`src/rtl/keypad_pkg.sv`:
```
// Shared constants, key map and state encodings for the front-panel keypad.
// Key codes 0-9 are digits, 10 is start and 11 is cancel.
package keypad_pkg;

    localparam logic [3:0] KEY_START  = 4'd10;
    localparam logic [3:0] KEY_CANCEL = 4'd11;
    localparam int         NUM_KEYS   = 12;

    typedef enum logic [1:0] {
        IDLE,
        PRESS_DB,
        HELD,
        REL_DB
    } state_t;

    typedef enum logic [1:0] {
        NONE,
        KEY,
        MULTI
    } cand_t;

    function automatic logic [3:0] key_map(
        input logic [1:0] row,
        input logic [1:0] col
    );
        logic [3:0] code;
        code = 4'd0;
        if (row == 2'd3) begin
            unique case (col)
                2'd0:    code = KEY_CANCEL;
                2'd1:    code = 4'd0;
                default: code = KEY_START;
            endcase
        end else begin
            code = 4'(row) * 4'd3 + 4'(col) + 4'd1;
        end
        return code;
    endfunction

endpackage

```
`src/rtl/keypad_scan_core.sv`:
```
// Column scan, row synchronizer and per-scan snapshot of pressed keys.
// Snapshot bit (col*4 + row) is high when that key reads as pressed.
module keypad_scan_core #(
    parameter int SCAN_DIV = 4
) (
    input  logic        clk,
    input  logic        rst,
    input  logic [3:0]  row_n,
    output logic [2:0]  col_n,
    output logic [11:0] snapshot,
    output logic        scan_done
);

    localparam int            DW      = $clog2(SCAN_DIV);
    localparam logic [DW-1:0] DIV_MAX = DW'(SCAN_DIV - 1);

    logic [3:0]    r_sync1;
    logic [3:0]    r_sync2;
    logic [DW-1:0] r_div;
    logic [1:0]    r_col;
    logic [2:0]    r_col_n;
    logic [11:0]   r_snap;

    logic          w_sample;
    logic [1:0]    w_col_nxt;
    logic [3:0]    w_base;

    assign w_sample  = (r_div == DIV_MAX);
    assign w_col_nxt = (r_col == 2'd2) ? 2'd0 : r_col + 2'd1;
    assign w_base    = {r_col, 2'b00};
    assign scan_done = w_sample && (r_col == 2'd2);
    assign col_n     = r_col_n;

    // The live column-2 sample is merged in so the full scan is visible at the boundary.
    always_comb begin
        snapshot = r_snap;
        if (w_sample) begin
            snapshot[w_base +: 4] = ~r_sync2;
        end
    end

    always_ff @(posedge clk) begin
        if (rst) begin
            r_sync1 <= 4'hF;
            r_sync2 <= 4'hF;
            r_div   <= '0;
            r_col   <= 2'd0;
            r_col_n <= 3'b110;
            r_snap  <= '0;
        end else begin
            r_sync1 <= row_n;
            r_sync2 <= r_sync1;
            if (w_sample) begin
                r_div               <= '0;
                r_col               <= w_col_nxt;
                r_col_n             <= ~(3'b001 << w_col_nxt);
                r_snap[w_base +: 4] <= ~r_sync2;
            end else begin
                r_div <= r_div + 1'b1;
            end
        end
    end

endmodule

```
`src/rtl/keypad_scanner.sv`:
```
// Keypad scanner top: classifies each full scan, debounces press/release
// and emits a single one-hot pulse per accepted key press.
module keypad_scanner
    import keypad_pkg::*;
#(
    parameter int SCAN_DIV       = 4,
    parameter int DEBOUNCE_SCANS = 2
) (
    input  logic                clk,
    input  logic                rst,
    input  logic [3:0]          row_n,
    output logic [2:0]          col_n,
    output logic [NUM_KEYS-1:0] t,
    output logic                key_valid,
    output logic [3:0]          key_code,
    output logic                key_held
);

    localparam int            CW   = $clog2(DEBOUNCE_SCANS + 1);
    localparam logic [CW-1:0] DB_N = CW'(DEBOUNCE_SCANS);

    logic [11:0]         w_snap;
    logic                w_scan_done;
    logic [3:0]          w_nkeys;
    logic [3:0]          w_code;
    cand_t               w_class;
    logic [CW-1:0]       w_cnt_inc;
    logic [NUM_KEYS-1:0] w_onehot;

    state_t              r_state;
    logic [3:0]          r_cand;
    logic [CW-1:0]       r_cnt;
    logic [NUM_KEYS-1:0] r_t;
    logic                r_kv;
    logic [3:0]          r_code;
    logic                r_held;

    keypad_scan_core #(
        .SCAN_DIV (SCAN_DIV)
    ) u_core (
        .clk       (clk),
        .rst       (rst),
        .row_n     (row_n),
        .col_n     (col_n),
        .snapshot  (w_snap),
        .scan_done (w_scan_done)
    );

    always_comb begin
        w_nkeys = 4'd0;
        w_code  = 4'd0;
        for (int i = 0; i < 12; i++) begin
            if (w_snap[i]) begin
                w_nkeys = w_nkeys + 4'd1;
                w_code  = key_map(2'(i % 4), 2'(i / 4));
            end
        end
        if (w_nkeys == 4'd0) begin
            w_class = NONE;
        end else if (w_nkeys == 4'd1) begin
            w_class = KEY;
        end else begin
            w_class = MULTI;
        end
    end

    assign w_cnt_inc = r_cnt + 1'b1;
    assign w_onehot  = NUM_KEYS'(1) << w_code;

    always_ff @(posedge clk) begin
        if (rst) begin
            r_state <= IDLE;
            r_cand  <= 4'd0;
            r_cnt   <= '0;
            r_t     <= '0;
            r_kv    <= 1'b0;
            r_code  <= 4'd0;
            r_held  <= 1'b0;
        end else begin
            r_t  <= '0;
            r_kv <= 1'b0;
            if (w_scan_done) begin
                unique case (r_state)
                    IDLE: begin
                        if (w_class == KEY) begin
                            r_cand <= w_code;
                            r_cnt  <= CW'(1);
                            if (DEBOUNCE_SCANS == 1) begin
                                r_t     <= w_onehot;
                                r_kv    <= 1'b1;
                                r_code  <= w_code;
                                r_held  <= 1'b1;
                                r_state <= HELD;
                            end else begin
                                r_state <= PRESS_DB;
                            end
                        end
                    end
                    PRESS_DB: begin
                        if (w_class != KEY) begin
                            r_state <= IDLE;
                        end else if (w_code != r_cand) begin
                            r_cand <= w_code;
                            r_cnt  <= CW'(1);
                        end else if (w_cnt_inc == DB_N) begin
                            r_t     <= w_onehot;
                            r_kv    <= 1'b1;
                            r_code  <= w_code;
                            r_held  <= 1'b1;
                            r_state <= HELD;
                        end else begin
                            r_cnt <= w_cnt_inc;
                        end
                    end
                    HELD: begin
                        if (w_class == NONE) begin
                            r_cnt <= CW'(1);
                            if (DEBOUNCE_SCANS == 1) begin
                                r_held  <= 1'b0;
                                r_state <= IDLE;
                            end else begin
                                r_state <= REL_DB;
                            end
                        end
                    end
                    REL_DB: begin
                        if (w_class != NONE) begin
                            r_state <= HELD;
                        end else if (w_cnt_inc == DB_N) begin
                            r_held  <= 1'b0;
                            r_state <= IDLE;
                        end else begin
                            r_cnt <= w_cnt_inc;
                        end
                    end
                endcase
            end
        end
    end

    assign t         = r_t;
    assign key_valid = r_kv;
    assign key_code  = r_code;
    assign key_held  = r_held;

endmodule

```
`config.mk`:
```
export PLATFORM = sky130hd
export DESIGN_NAME = keypad_scanner
export DESIGN_NICKNAME = d
export VERILOG_FILES = /design/src/rtl/keypad_pkg.sv /design/src/rtl/keypad_scan_core.sv /design/src/rtl/keypad_scanner.sv
export SDC_FILE = /design/constraint.sdc
export NUM_CORES = 1
export LEC_CHECK = 0
export CORE_ASPECT_RATIO = 1.25
export CORE_MARGIN = 2
export CORE_UTILIZATION = 25
export CTS_CLUSTER_SIZE = 12
export DETAILED_ROUTE_END_ITERATION = 6
export PLACE_DENSITY = 0.52
export SETUP_SLACK_MARGIN = 0.02
export SYNTH_ARGS = -nofsm -noshare
export SYNTH_HDL_FRONTEND = slang
export SYNTH_HIERARCHICAL = 1
export SYNTH_SLANG_ARGS = --single-unit
```
`constraint.sdc`:
```
create_clock -name clk -period 10.5 [get_ports clk]
set_input_delay 2.1 -clock clk [delete_from_list [all_inputs] [get_ports clk]]
set_output_delay 2.1 -clock clk [all_outputs]
set_load 0.1 [all_outputs]
```
==> qor.csv <==
metric;value;unit
synthCells;392;
cts-htree-levels;2;
synth_top_cells_by_area;dfxtp_1, ha_1, xnor2_1, or2_2, nand2_1;
slowest_delay;0.56;ns
place_ws;0.9150;ns
finalWorstSetupSlack;0.8917;ns
cts_buffers;5;
synth-xor-area-share;0.1070;
yosysSeqAreaShare;0.3015;
die-area;0.01505;mm²
hpwlAfterDp;5.615;mm
start_util;0.2548;
grt_use_total;0.1059;
drv_slew;0;
synth_top_family_by_area;simple AND/OR/NAND/NOR gates;
required;10.69;ns
maxCapViolations;0;
period_share;0.9151;
ys.warnings.count;6;
grt_pass1_vias;2640;
worst_ir_drop_vdd;58.64;µV
cp-end-kind;flip-flop;
hold_viol;0;
layout-drive-gt1-share;0.1446;
synthFlopType;dfxtp_1;
core_area;0.01381;mm²
drc;0;
drtPass1Iterations;4;
fin_crit;9.608;ns
cp_data_arrival_time;9.79;ns
setup-tns-final;0;ns
postCtsHoldBufs;0;
antenna_cells;0;
status;complete, no violations;
antenna_left;0;
cp-start-kind;flip-flop;
vias;2771;
p_seq_frac;0.474;
clockRootBuffer;clkbuf_16;
synth_seq_cells;53;
place_area;0.003886;mm²
finalSetupViolCount;0;
synth.avg_cell_area;8.979;µm²
synth_top_area_cell;dfxtp_1;
power.internal;0.3337;mW
clock_skew;0.007456;ns
power_density;108.1;mW/mm²
combPwrFrac;0.110;
crit_path_frequent_cell;ha_1;
synth_top_cell_area_share;0.3015;
path_buf_inv;6;
antenna_found_initial;0;
yosys.area_share.simple;0.2428;
synth-edff-count;0;
nNetsFinal;425;
cts_sinks;53;
cts_tree;built;
switching_share;0.2368;
synth_compound_gate_area_share;0.1742;
ios;27;
cts.reportedPaths.clkPinSlew;0.07;ns
io_buffers;26;
gp_congestion;0.7675;
clk_path_buf_depth;2;
switchingPower;0.1035;mW
grt_max_degree;41;
final_area;0.004046;mm²
die_height;136.7;µm
max_clock_freq;104.1;MHz
synthesis.area;0.003520;mm²
clock_power_share;0.416;
crit_path_top_delay_cell;dfxtp_1;
drtIter0Drc;110;
postCtsSetupBuffers;0;
wl_per_cell;13.05;µm
synth_mux_area_frac;0.04230;
setup.worst_path.class;flip-flop to flip-flop;
regToRegSetupSlack;0.89;ns
clk_latency;0.29;ns
p_leak;1.479;nW
tightest_slew;0.9971;ns
post_cts_resized;0;
crit_fanout;13;
syn_nets;416;
route.detailed.vias_per_inst;4.811;
grt_first_pass_wirelength;12.89;mm
wl;7.516;mm
grt_overflow;0;
crit_family;adder cells;
syn_to_final_growth;14.97;%
synthAdderAreaFrac;0.06399;
rsz0062_at_grt;false;
async_reset_ff_frac;0;
hold_class;flip-flop to flip-flop;
yosysUniqueCellTypes;67;
rows;48;
slew_headroom;0.3332;
die_w;110.1;µm
-- flip-flops by register name (all words and copies together) (netlist names) --
| signal | count |
|---|---|
| r_cand | 4 |
| t | 12 |
| key_held | 1 |
| u_core/col_n | 3 |
| u_core/r_div | 2 |
| r_state | 2 |
| u_core/r_snap | 12 |
| key_valid | 1 |
| r_cnt | 2 |
| u_core/r_sync2 | 4 |
| u_core/r_col | 2 |
| u_core/r_sync1 | 4 |
| key_code | 4 |
-- placed cells by master, fill, tap and decap left out, types with 3 or more instances in the layout --
master,n
dfxtp_1,53
clkdlybuf4s50_1,26
nand2_1,25
nor2_1,22
inv_1,20
ha_1,18
xnor2_1,17
or2_2,16
o21ai_0,11
nor3_1,11
nand2b_1,10
o32ai_1,9
xor2_1,8
nand3b_1,8
o22ai_1,8
a21bo_2,8
a21oi_1,7
mux2_2,7
nand3_1,7
mux2i_1,7
buf_4,7
and2_1,6
nor4_1,6
clkbuf_16,5
xnor3_1,4
or3_1,4
a211oi_1,4
a31oi_1,4
nor2b_1,4
nand4bb_1,4
or4bb_1,4
a21o_1,3
a2111oi_0,3
and3_1,3
o31ai_2,3
-- metal layers --
metal | GRT usage | vias to the layer above | routed length (µm)
li1 | - | 1416 | -
met1 | 0.1392 | 1290 | 3535
met2 | 0.1766 | 56 | 3607
met3 | 0.02524 | 9 | 305
met4 | 0.02083 | 0 | 67
met5 | 0 | - | 0
-- cell families (layout without fill, tap and decap cells) --
group / count (synthesis) / in the layout
flops: 53 / 53
xor+xnor: 32 / 32
fa+ha+maj: 18 / 18
simple gates: 145 / 145
buf+inv: 51 / 60
compound gates: 79 / 79
mux: 14 / 14
-- metrics by stage --
| step | utilization | instances | hold slack (ns) | total power, mW |
|---|---|---|---|---|
| final | 0.2929 | 576 | 0.4090 | 0.4372 |
| after detailed placement | 0.2813 | 569 | 0.3940 | 0.2602 |
| after global routing | 0.2929 | 576 | 0.4253 | 0.4594 |
| after CTS | 0.2929 | 576 | 0.4107 | 0.4443 |
| after global placement | 0.2813 | 569 | 0.3940 | 0.2589 |
| after floorplan | - | 392 | 0.3895 | 0.2504 |
-- power groups by stage --
stage,logic [mW],registers [mW],clock network [mW]
after floorplan,0.0356,0.215,0
after global placement,0.0472,0.212,0
after detailed placement,0.0483,0.212,0
after CTS,0.0484,0.207,0.189
after global routing,0.0541,0.208,0.198
final,0.0481,0.207,0.182
-- Yosys cell counts, types with 2 or more instances --
| cell | count |
|---|---|
| nand3b_1 | 8 |
| nor4_1 | 6 |
| nor2_1 | 22 |
| nand2_1 | 25 |
| nand3_1 | 7 |
| xnor2_1 | 17 |
| a211oi_1 | 4 |
| nor2b_1 | 4 |
| o211ai_1 | 2 |
| a21oi_1 | 7 |
| a311oi_1 | 2 |
| a21bo_2 | 8 |
| nand4b_1 | 2 |
| o22ai_1 | 8 |
| or3_1 | 4 |
| dfxtp_1 | 53 |
| xor2_1 | 8 |
| or4bb_1 | 4 |
| and2_1 | 6 |
| nor3_1 | 11 |
| buf_2 | 9 |
| xnor3_1 | 4 |
| o21ai_0 | 11 |
| mux2i_1 | 7 |
| ha_1 | 18 |
| nor3b_1 | 2 |
| o31ai_1 | 2 |
| nand4bb_1 | 4 |
| or2_2 | 16 |
| o31ai_2 | 3 |
| clkbuf_1 | 17 |
| mux2_2 | 7 |
| inv_1 | 20 |
| a2111oi_0 | 3 |
| nand4_1 | 2 |
| and3_1 | 3 |
| a31oi_1 | 4 |
| a21o_1 | 3 |
| a41oi_1 | 2 |
| o32ai_1 | 9 |
| nand2b_1 | 10 |
| buf_6 | 3 |
-- path summary, 6_finish.rpt --
path / startpoint / end / cells after the start
setup reg to reg: u_core/r_col[0] / t[2] / 38
hold / removal: u_core/r_sync1[1] / u_core/r_sync2[1] / 1
hold reg to reg: u_core/r_sync1[1] / u_core/r_sync2[1] / 1
setup / recovery: u_core/r_col[0] / t[2] / 38
-- area by class of cell --
class	instances	area, µm²
clock buffers	5	125.1
clock inverters	2	35.03
well taps	175	219.0
repair buffers	33	312.8
flip-flops and latches	53	1061
fillers	1474	9767
multi-input cells	288	2218
inverters	20	75.07
-- worst register-to-register path: cells and delay by family (launching register included) --
family	cells	cell delay [ns]
adders and majority gates	10	2.95
and+or+nand+nor	7	2.02
AOI/OAI and AO/OA	9	1.94
muxes	3	0.83
xor gates and xnor gates	3	0.64
DFF	1	0.56
buffers and inverters	6	0.56
Power figures use the tool's default switching activity.
